$ cat src/rtl/init_seq_pkg.sv
// Shared types and default sizing for the multi-channel init sequencer.
package init_seq_pkg;

    localparam int unsigned DEF_NUM_CH  = 4;
    localparam int unsigned DEF_DATA_W  = 32;
    localparam int unsigned DEF_TIMEOUT = 64;

    typedef enum logic [1:0] {
        ST_IDLE   = 2'd0,
        ST_SELECT = 2'd1,
        ST_REQ    = 2'd2,
        ST_DONE   = 2'd3
    } init_state_e;

endpackage

$ cat src/rtl/init_seq_prio_enc.sv
// Lowest-set-bit priority encoder used to pick the next channel to initialise.
module init_seq_prio_enc
#(
    parameter int unsigned NUM_CH = 4,
    parameter int unsigned IDX_W  = (NUM_CH > 1) ? $clog2(NUM_CH) : 1
) (
    input  logic [NUM_CH-1:0] i_vec,
    output logic [IDX_W-1:0]  o_idx_c,
    output logic              o_valid_c
);

    // Scan from the top down so the lowest set bit is the last one written.
    always_comb begin
        o_idx_c   = '0;
        o_valid_c = 1'b0;
        for (int i = int'(NUM_CH) - 1; i >= 0; i--) begin
            if (i_vec[i]) begin
                o_idx_c   = IDX_W'(i);
                o_valid_c = 1'b1;
            end
        end
    end

endmodule

$ cat src/rtl/init_seq_mc.sv
// Multi-channel init sequencer: requests each masked channel in index order,
// waits for ack or timeout, and reports ok/err masks with a done pulse.
module init_seq_mc
    import init_seq_pkg::*;
#(
    parameter int unsigned NUM_CH  = DEF_NUM_CH,
    parameter int unsigned DATA_W  = DEF_DATA_W,
    parameter int unsigned TIMEOUT = DEF_TIMEOUT
) (
    input  logic              clk,
    input  logic              rst_n,
    input  logic              start,
    input  logic [NUM_CH-1:0] ch_mask,
    input  logic              abort,
    input  logic [NUM_CH-1:0] ch_ack,
    output logic [NUM_CH-1:0] ch_req,
    output logic              busy,
    output logic              done,
    output logic [DATA_W-1:0] result,
    output logic [NUM_CH-1:0] err_mask
);

    localparam int unsigned CUR_W = (NUM_CH > 1) ? $clog2(NUM_CH) : 1;
    localparam int unsigned TMR_W = $clog2(TIMEOUT);
    localparam logic [TMR_W-1:0] TMR_LAST = TMR_W'(TIMEOUT - 1);

    init_state_e       r_state,   w_state_nxt;
    logic [NUM_CH-1:0] r_pending, w_pending_nxt;
    logic [NUM_CH-1:0] r_ok,      w_ok_nxt;
    logic [NUM_CH-1:0] r_err,     w_err_nxt;
    logic [NUM_CH-1:0] r_ch_req,  w_ch_req_nxt;
    logic [CUR_W-1:0]  r_cur,     w_cur_nxt;
    logic [TMR_W-1:0]  r_timer,   w_timer_nxt;
    logic              r_busy,    w_busy_nxt;
    logic              r_done,    w_done_nxt;

    logic [CUR_W-1:0]  w_sel_idx;
    logic              w_sel_vld;
    logic [NUM_CH-1:0] w_cur_bit;
    logic [NUM_CH-1:0] w_sel_bit;
    logic              w_ack_cur;

    init_seq_prio_enc #(
        .NUM_CH (NUM_CH),
        .IDX_W  (CUR_W)
    ) u_prio_enc (
        .i_vec     (r_pending),
        .o_idx_c   (w_sel_idx),
        .o_valid_c (w_sel_vld)
    );

    assign w_cur_bit = NUM_CH'(1) << r_cur;
    assign w_sel_bit = NUM_CH'(1) << w_sel_idx;
    assign w_ack_cur = |(ch_ack & w_cur_bit);

    // State and datapath registers.
    always_ff @(posedge clk or negedge rst_n) begin
        if (!rst_n) begin
            r_state   <= ST_IDLE;
            r_pending <= '0;
            r_ok      <= '0;
            r_err     <= '0;
            r_ch_req  <= '0;
            r_cur     <= '0;
            r_timer   <= '0;
            r_busy    <= 1'b0;
            r_done    <= 1'b0;
        end else begin
            r_state   <= w_state_nxt;
            r_pending <= w_pending_nxt;
            r_ok      <= w_ok_nxt;
            r_err     <= w_err_nxt;
            r_ch_req  <= w_ch_req_nxt;
            r_cur     <= w_cur_nxt;
            r_timer   <= w_timer_nxt;
            r_busy    <= w_busy_nxt;
            r_done    <= w_done_nxt;
        end
    end

    // Next-state and next-output logic; ch_req is registered off the next state.
    always_comb begin
        w_state_nxt   = r_state;
        w_pending_nxt = r_pending;
        w_ok_nxt      = r_ok;
        w_err_nxt     = r_err;
        w_ch_req_nxt  = '0;
        w_cur_nxt     = r_cur;
        w_timer_nxt   = r_timer;
        w_busy_nxt    = r_busy;
        w_done_nxt    = 1'b0;

        case (r_state)
            ST_IDLE: begin
                if (start) begin
                    w_pending_nxt = ch_mask;
                    w_ok_nxt      = '0;
                    w_err_nxt     = '0;
                    w_timer_nxt   = '0;
                    w_busy_nxt    = 1'b1;
                    w_state_nxt   = ST_SELECT;
                end
            end

            ST_SELECT: begin
                if (abort) begin
                    w_err_nxt     = r_err | r_pending;
                    w_pending_nxt = '0;
                    w_state_nxt   = ST_DONE;
                end else if (!w_sel_vld) begin
                    w_state_nxt   = ST_DONE;
                end else begin
                    w_cur_nxt     = w_sel_idx;
                    w_timer_nxt   = '0;
                    w_ch_req_nxt  = w_sel_bit;
                    w_state_nxt   = ST_REQ;
                end
            end

            ST_REQ: begin
                if (abort) begin
                    w_err_nxt     = r_err | r_pending;
                    w_pending_nxt = '0;
                    w_state_nxt   = ST_DONE;
                end else if (w_ack_cur) begin
                    w_ok_nxt      = r_ok | w_cur_bit;
                    w_pending_nxt = r_pending & ~w_cur_bit;
                    w_state_nxt   = ST_SELECT;
                end else if (r_timer == TMR_LAST) begin
                    w_err_nxt     = r_err | w_cur_bit;
                    w_pending_nxt = r_pending & ~w_cur_bit;
                    w_state_nxt   = ST_SELECT;
                end else begin
                    w_timer_nxt   = r_timer + TMR_W'(1);
                    w_ch_req_nxt  = w_cur_bit;
                end
            end

            ST_DONE: begin
                w_done_nxt  = 1'b1;
                w_busy_nxt  = 1'b0;
                w_state_nxt = ST_IDLE;
            end

            default: begin
                w_state_nxt = ST_IDLE;
            end
        endcase
    end

    assign ch_req   = r_ch_req;
    assign busy     = r_busy;
    assign done     = r_done;
    assign result   = DATA_W'(r_ok);
    assign err_mask = r_err;

endmodule

$ cat config.mk
export PLATFORM = sky130hd
export DESIGN_NAME = init_seq_mc
export DESIGN_NICKNAME = d
export VERILOG_FILES = /design/src/rtl/init_seq_pkg.sv /design/src/rtl/init_seq_prio_enc.sv /design/src/rtl/init_seq_mc.sv
export SDC_FILE = /design/constraint.sdc
export NUM_CORES = 1
export LEC_CHECK = 0
export ABC_CLOCK_PERIOD_IN_PS = 2300
export BUFFER_PORTS_ARGS = -buffer_cell sky130_fd_sc_hd__buf_2
export CAP_MARGIN = 20
export CORE_AREA = 4 4 67 69
export CTS_CLUSTER_DIAMETER = 100
export CTS_CLUSTER_SIZE = 30
export DETAILED_ROUTE_END_ITERATION = 10
export DIE_AREA = 0 0 71 73
export PLACE_DENSITY = 0.75
export SLEW_MARGIN = 5
export SYNTH_ARGS = -nofsm -noshare
export SYNTH_HDL_FRONTEND = slang
export SYNTH_SLANG_ARGS = --single-unit
$ cat constraint.sdc
create_clock -name clk -period 2.3 [get_ports clk]
set_input_delay 0.115 -clock clk [delete_from_list [all_inputs] [get_ports clk]]
set_output_delay 0.115 -clock clk [all_outputs]
set_load 0.03 [all_outputs]
---- Word-level counts from Yosys, hierarchy flattened ----
Cells that the tools add are included.
storage, ports and cells
  bits of input ports ..................... 12
  output and inout bits ................... 42
  word-level logic and storage cells ...... 92
  register bits ........................... 28
operators by class
  reductions and logical operators ........ 12
  bitwise operators ....................... 7
  equality and inequality tests ........... 15
  mux-type cells .......................... 46
  $add $sub $neg .......................... 1
  shift-type cells ........................ 2
operator list
  cell                                                               count
  4-bit 2-to-1 mux                                                   17
  6-bit 2-to-1 mux                                                   6
  4-bit case mux with 3 select lines                                 2
  6-bit case mux with 3 select lines                                 1
  2-bit 2-to-1 mux                                                   8
  2-bit != test, second input constant                               8
  4-bit case mux with 2 select lines                                 2
  4-bit bitwise OR                                                   3
  4-bit bitwise AND                                                  2
  1-bit 2-to-1 mux                                                   8
  2-bit case mux with 4 select lines                                 1
  4-bit AND reduction                                                2
  1-bit by 2-bit left shift with 4-bit output, first input constant  2
  7-bit AND reduction                                                1
  6-bit by 1-bit adder with 6-bit output, second input constant      1
  6-bit == test, second input constant                               1
  3-bit != test, second input constant                               2
  5-bit AND reduction                                                1
  2-bit == test, second input constant                               2
  4-bit != test, second input constant                               1
  4-bit NOT                                                          1
  2-bit AND reduction                                                2
  2-bit nonzero test                                                 2
  4-bit OR reduction                                                 1
  6 further kinds                                                    6

---- Longest topological paths before layout ----
  word-level depth ........................ 8
  mapped depth ............................ 8
  gate-level depth less buffers ........... 6

---- By module ----
From an unflattened synthesis, not the netlist that was laid out.
second synthesis, totals
  cell total of the unflattened synthesis .. 223
  area, all modules ....................... 1,943.1 um^2
by module, submodules not included
  module             cells an instance  seq. area each (um^2)  times used  area each (um^2)
  init_seq_mc        216                700.7                  1           1,908.1
  init_seq_prio_enc  7                  0.0                    1           35.0

---- Least setup slack after synthesis ----
OpenSTA, ideal clock, no wires.
  path type ............................... reg2reg
  start point ............................. register r_state[1]
  end point ............................... register r_pending[3]
  required time ........................... 2.179 ns
  stages on the path, launching flop included .. 9
  library setup time ...................... 0.121 ns
  period minus slack after synthesis ...... 2.069 ns
  arrival ................................. 1.948 ns
  setup slack ............................. 0.231 ns
  path buffers ............................ 2
  path through ............................ dfrtp_1 inv_1 ha_1 buf_2 nor2b_1 buf_2 nor3_1 nand3_1 a22o_1
on the way
  word-level cells in the longest chain between the ends .. 3
  elaborated cells between the ends (all ways) .. 9
  those cells by class .................... 5 x eq/ne; 1 x mux; 3 x reduce/logical
RTL lines
  element                                                 RTL line           text
  from (decl)                                             init_seq_mc.sv:27  init_state_e r_state, w_state_nxt;
  from (signal assigned)                                  init_seq_mc.sv:69  r_state <= w_state_nxt;
  2-bit == test (tied with other cells)                   init_seq_mc.sv:93  case (r_state)
  4-bit != test (no source line) (tied with other cells)  --
  4-bit AND reduction (no source line)                    --
  to (signal assigned)                                    init_seq_mc.sv:70  r_pending <= w_pending_nxt;
  to (decl)                                               init_seq_mc.sv:28  logic [NUM_CH-1:0] r_pending, w_pending_nxt;
Parallel ways exist; a longest one is shown, timed or not.
A chain may end at the register's enable or synchronous reset.

---- Worst setup path in the final report ----
  start point ............................. register r_state[1]
  end point ............................... register r_err[0] (netlist: err_mask[0])
on the way
  word-level cells in the longest chain between the ends .. 3
  elaborated cells between the ends (all ways) .. 10
  those cells by class .................... 6 x eq/ne; 1 x mux; 3 x reduce/logical
RTL lines
  element                                                 RTL line           text
  2-bit == test (tied with other cells)                   init_seq_mc.sv:93
  3-bit != test (no source line) (tied with other cells)  --
  5-bit AND reduction (no source line)                    --
  to (signal assigned)                                    init_seq_mc.sv:72  r_err <= w_err_nxt;
  to (decl)                                               init_seq_mc.sv:30  logic [NUM_CH-1:0] r_err, w_err_nxt;
Parallel ways exist; a longest one is shown, timed or not.

==> results_tabular.tex <==
\begin{tabular}{lr}
\hline
Metric & Value \\
\hline
\multicolumn{2}{l}{\textbf{Status}} \\
Outcome & finished, final reports clean \\
\multicolumn{2}{l}{\textbf{Clock tree}} \\
Number of clock buffers inserted by TritonCTS & 3 \\
Post-CTS Repair Setup Buffers & 0 \\
Clock Root Buffer & sky130\_fd\_sc\_hd\_\_clkbuf\_8 \\
Buffer levels on the longest clock path & 2 \\
Number of sinks on the clock net & 28 \\
Worst-skew pair later-pin latency & between 0.2 and 0.3 ns \\
TritonCTS clock tree & yes \\
Reg clk slew, reported paths & around 0.1 ns \\
Number of levels in the clock H-tree & 1 \\
\multicolumn{2}{l}{\textbf{Min path}} \\
Hold worst-path end & r\_pending[0] \\
Type of the tightest min-delay check & in2reg \\
Hold Path Origin & ch\_mask[0] \\
Hold Crit Depth & 2 \\
\multicolumn{2}{l}{\textbf{Yosys}} \\
Top cell types by occurrence after synthesis & sky130\_fd\_sc\_hd\_\_buf\_4, sky130\_fd\_sc\_hd\_\_dfrtp\_1, sky130\_fd\_sc\_hd\_\_nand2\_1 \\
Complex-gate fraction of the synthesized area & 26.8\% \\
Post-synthesis share of cell area spent on full adders, half adders and majority gates & 3.34\% \\
Leading cell types by total area after synthesis & sky130\_fd\_sc\_hd\_\_dfrtp\_1, sky130\_fd\_sc\_hd\_\_buf\_4, sky130\_fd\_sc\_hd\_\_a21oi\_1 \\
Ys async rst share & 100\% \\
EDFF count, synth & 0 \\
Cell accounting for the most synthesized area & sky130\_fd\_sc\_hd\_\_dfrtp\_1 \\
Yosys Warn Count & 0 \\
Basic-gate share of the synthesized area counting and, or, nand and nor cells & between 10\% and 20\% \\
XOR/XNOR share of the synthesized area & 0\% \\
Top FF cell, synth & sky130\_fd\_sc\_hd\_\_dfrtp\_1 \\
Dominant combinational cell family by area after synthesis & compound AO/OA/AOI/OAI gates \\
Synthesized netlist cell count & between 200 and 250 \\
Number of distinct library cell variants in the gate-level netlist after synthesis & between 40 and 50 \\
Top cell type's share of synthesized area & between 30\% and 40\% \\
Synth Cell Area & about 1900 um2 \\
Share of synthesized area spent on multiplexers & between 1 and 1.5\% \\
Synthesized area divided by synthesized cell count & slightly above 9 um2 \\
Number of synthesized register bits & 28 \\
Portion of the post-synthesis area used by sequential elements & 37.4\% \\
\multicolumn{2}{l}{\textbf{Timing}} \\
Fin Clk Skew & 0.00633 ns \\
Rel. slew slack & 58.7\% \\
Final number of max-transition violations & 0 \\
Final period util & between 80\% and 90\% \\
Slew of the pin with the lowest slew margin & between 0.6 and 0.7 ns \\
Achievable frequency & $\sim$500 MHz \\
Minimum clock period after layout & around 2.0 ns \\
Endpoints failing setup & 0 \\
Setup TNS & 0 ns \\
Unrepaired setup endpoints after global routing & no \\
Final critical-path setup slack & 0.310 ns \\
Final Hold Vio Count & 0 \\
WHS & approximately 0.045 ns \\
\multicolumn{2}{l}{\textbf{Layout}} \\
\# diodes & 0 \\
Sequential Area & 701 um2 \\
Combined area of the multi-input logic cells & 1000 um2 \\
Layout fillers & roughly 380 \\
Growth of design area from synthesis to finish & 8.15\% \\
Number of nets in the layout & approximately 250 \\
Share of final-layout standard cells stronger than drive strength 1 & between 10\% and 20\% \\
\multicolumn{2}{l}{\textbf{Global route}} \\
GRT Residual Overflow & 0 \\
Number of antenna violations at the first check in global routing & 0 \\
Vias in the first global route & roughly 1,400 \\
Pin count of the biggest net entering global routing & 29 \\
First-pass GRT wire length & 6700 um \\
Total routing resource utilization after global routing & between 10\% and 20\% \\
\multicolumn{2}{l}{\textbf{Worst setup path}} \\
Kind of critical path & reg2reg \\
Startpoint kind of the worst setup timing path & flip-flop \\
Largest fanout on the critical path & 9 \\
CP endpoint kind & flip-flop \\
Reg-to-reg slack, setup & 0.31 ns \\
Endpoint of the lowest-slack register-to-register path & err\_mask[0] \\
CP arrival & between 2 and 2.5 ns \\
Startpoint of the worst setup timing path & r\_state[1] \\
Reg2Reg Launch Point & r\_state[1] \\
Worst r2r path cells & 7 \\
Critical Path RT & between 2 and 3 ns \\
\multicolumn{2}{l}{\textbf{Routing}} \\
DRC errors left & 0 \\
Detailed-route wire length on metal 1 & 1750 um \\
Wire length per cell after detailed routing & between 10 and 15 um \\
Count of TritonRoute iterations in the first routing pass & 4 \\
Count of vias placed by the detailed router & 1,533 \\
Routed Antenna Nets & 0 \\
Routed wire length & approximately 4100 um \\
Highest metal layer with signal wires & met4 \\
Number of vias per cell & between 5 and 6 \\
DRC marker count from the first detailed-route iteration & about 160 \\
Routed wire length on met3 & roughly 200 um \\
Routed length on met2 & between 2000 and 2500 um \\
\multicolumn{2}{l}{\textbf{Placed design}} \\
Number of port buffers & 25 \\
Setup Slack @ Placement & about 0.36 ns \\
Final estimated routing congestion in global placement & about 0.92 \\
Placed wire-length estimate & just over 3000 um \\
\multicolumn{2}{l}{\textbf{Die}} \\
Area of the core & slightly below 4000 um2 \\
I/O Pins & 54 \\
Die height & 73 um \\
Number of placement rows & 23 \\
Die area & between 5000 and 6000 um2 \\
Die X & slightly above 70 um \\
Effective utilization at floorplan & between 40\% and 50\% \\
\multicolumn{2}{l}{\textbf{Job}} \\
Max-cap violations & 0 \\
\multicolumn{2}{l}{\textbf{Power and ir drop}} \\
Leakage & approximately 0.94 nW \\
Power consumption & around 2.7 mW \\
Pwr/cell area & between 1000 and 1500 nW/um2 \\
Peak ir drop on the vdd network & 369 uV \\
\hline
\end{tabular}
==> registers in the layout, indices dropped and copies added (netlist names) <==
name / cells
r_pending: 4
r_state: 2
r_timer: 6
r_cur: 2
ch_req: 4
busy: 1
err_mask: 4
done: 1
r_ok: 4
==> report_power, final <==
| part | switching, mW | internal (mW) | total (mW) |
|---|---|---|---|
| registers | 0.170 | 0.642 | 0.812 |
| clock network | 0.162 | 0.233 | 0.396 |
| logic | 0.931 | 0.545 | 1.48 |
| total | 1.26 | 1.42 | 2.68 |
==> timing repair <==
action / in CTS / in global routing
gates resized for setup: 0 / 0
hold buffers: 1 / 0
hold endpoints to repair: 28 / 0
==> worst max-delay path: stages (launching register included) <==
cell	delay (ns)
sky130_fd_sc_hd__dfrtp_1	0.45
sky130_fd_sc_hd__inv_1	0.14
sky130_fd_sc_hd__ha_1	0.25
sky130_fd_sc_hd__nor2b_1	0.46
sky130_fd_sc_hd__nor3_1	0.09
sky130_fd_sc_hd__buf_4	0.19
sky130_fd_sc_hd__and2_1	0.18
sky130_fd_sc_hd__a21oi_1	0.16
==> worst max-delay path by stage <==
stage | slack, ns | cells past startpoint | to
after floorplan | 0.23 | 8 | r_pending[3]
after global placement | 0.38 | 4 | r_pending[1]
after detailed placement | 0.36 | 4 | r_pending[2]
after CTS | 0.32 | 7 | err_mask[0]
after global routing | 0.11 | 7 | err_mask[0]
final | 0.31 | 7 | err_mask[0]
==> cells in the final DEF (no fill, tap or decap), types with 6 or more instances in the layout <==
cell	count
sky130_fd_sc_hd__nand2_1	16
sky130_fd_sc_hd__o211ai_1	8
sky130_fd_sc_hd__dfrtp_1	28
sky130_fd_sc_hd__a21oi_1	13
sky130_fd_sc_hd__nor2b_1	9
sky130_fd_sc_hd__o21ai_0	12
sky130_fd_sc_hd__a31oi_1	6
sky130_fd_sc_hd__buf_2	25
sky130_fd_sc_hd__conb_1	28
sky130_fd_sc_hd__nor2_1	11
==> final cells by class <==
class / count / share of cell area, %
timing repair buffer: 31 / 8.52
clock inverter: 1 / 1.48
clock buffer: 3 / 2.04
tap: 50 / 3.09
inverter: 5 / 0.926
multi-input combinational: 161 / 49.4
sequential: 28 / 34.6
==> routing by layer <==
layer / up-vias / track usage, %
met5: - / 0
met1: 730 / 22.2
li1: 737 / -
met4: 0 / 8.56
met3: 11 / 2.62
met2: 55 / 25.4
==> cells by family (layout without fill, tap and decap cells) <==
group / count (synthesis) / in the layout
AND/OR/NAND/NOR: 59 / 59
adder cells (fa/ha/maj): 5 / 5
flip-flops: 28 / 28
multiplexers: 1 / 1
other: 1 / 28
AO/OA/AOI/OAI: 68 / 68
buffers and inverters: 42 / 40
==> per-stage QoR <==
stage | utilization, % | cells | cell area [um2]
CTS | 51.8 | 279 | 2030
floorplan | - | 231 | 1970
detailed placement | 49.7 | 274 | 1940
global route | 51.8 | 279 | 2030
global placement | 49.7 | 274 | 1940
finish | 51.8 | 279 | 2030
No activity file was read; power rests on OpenSTA's default activity.
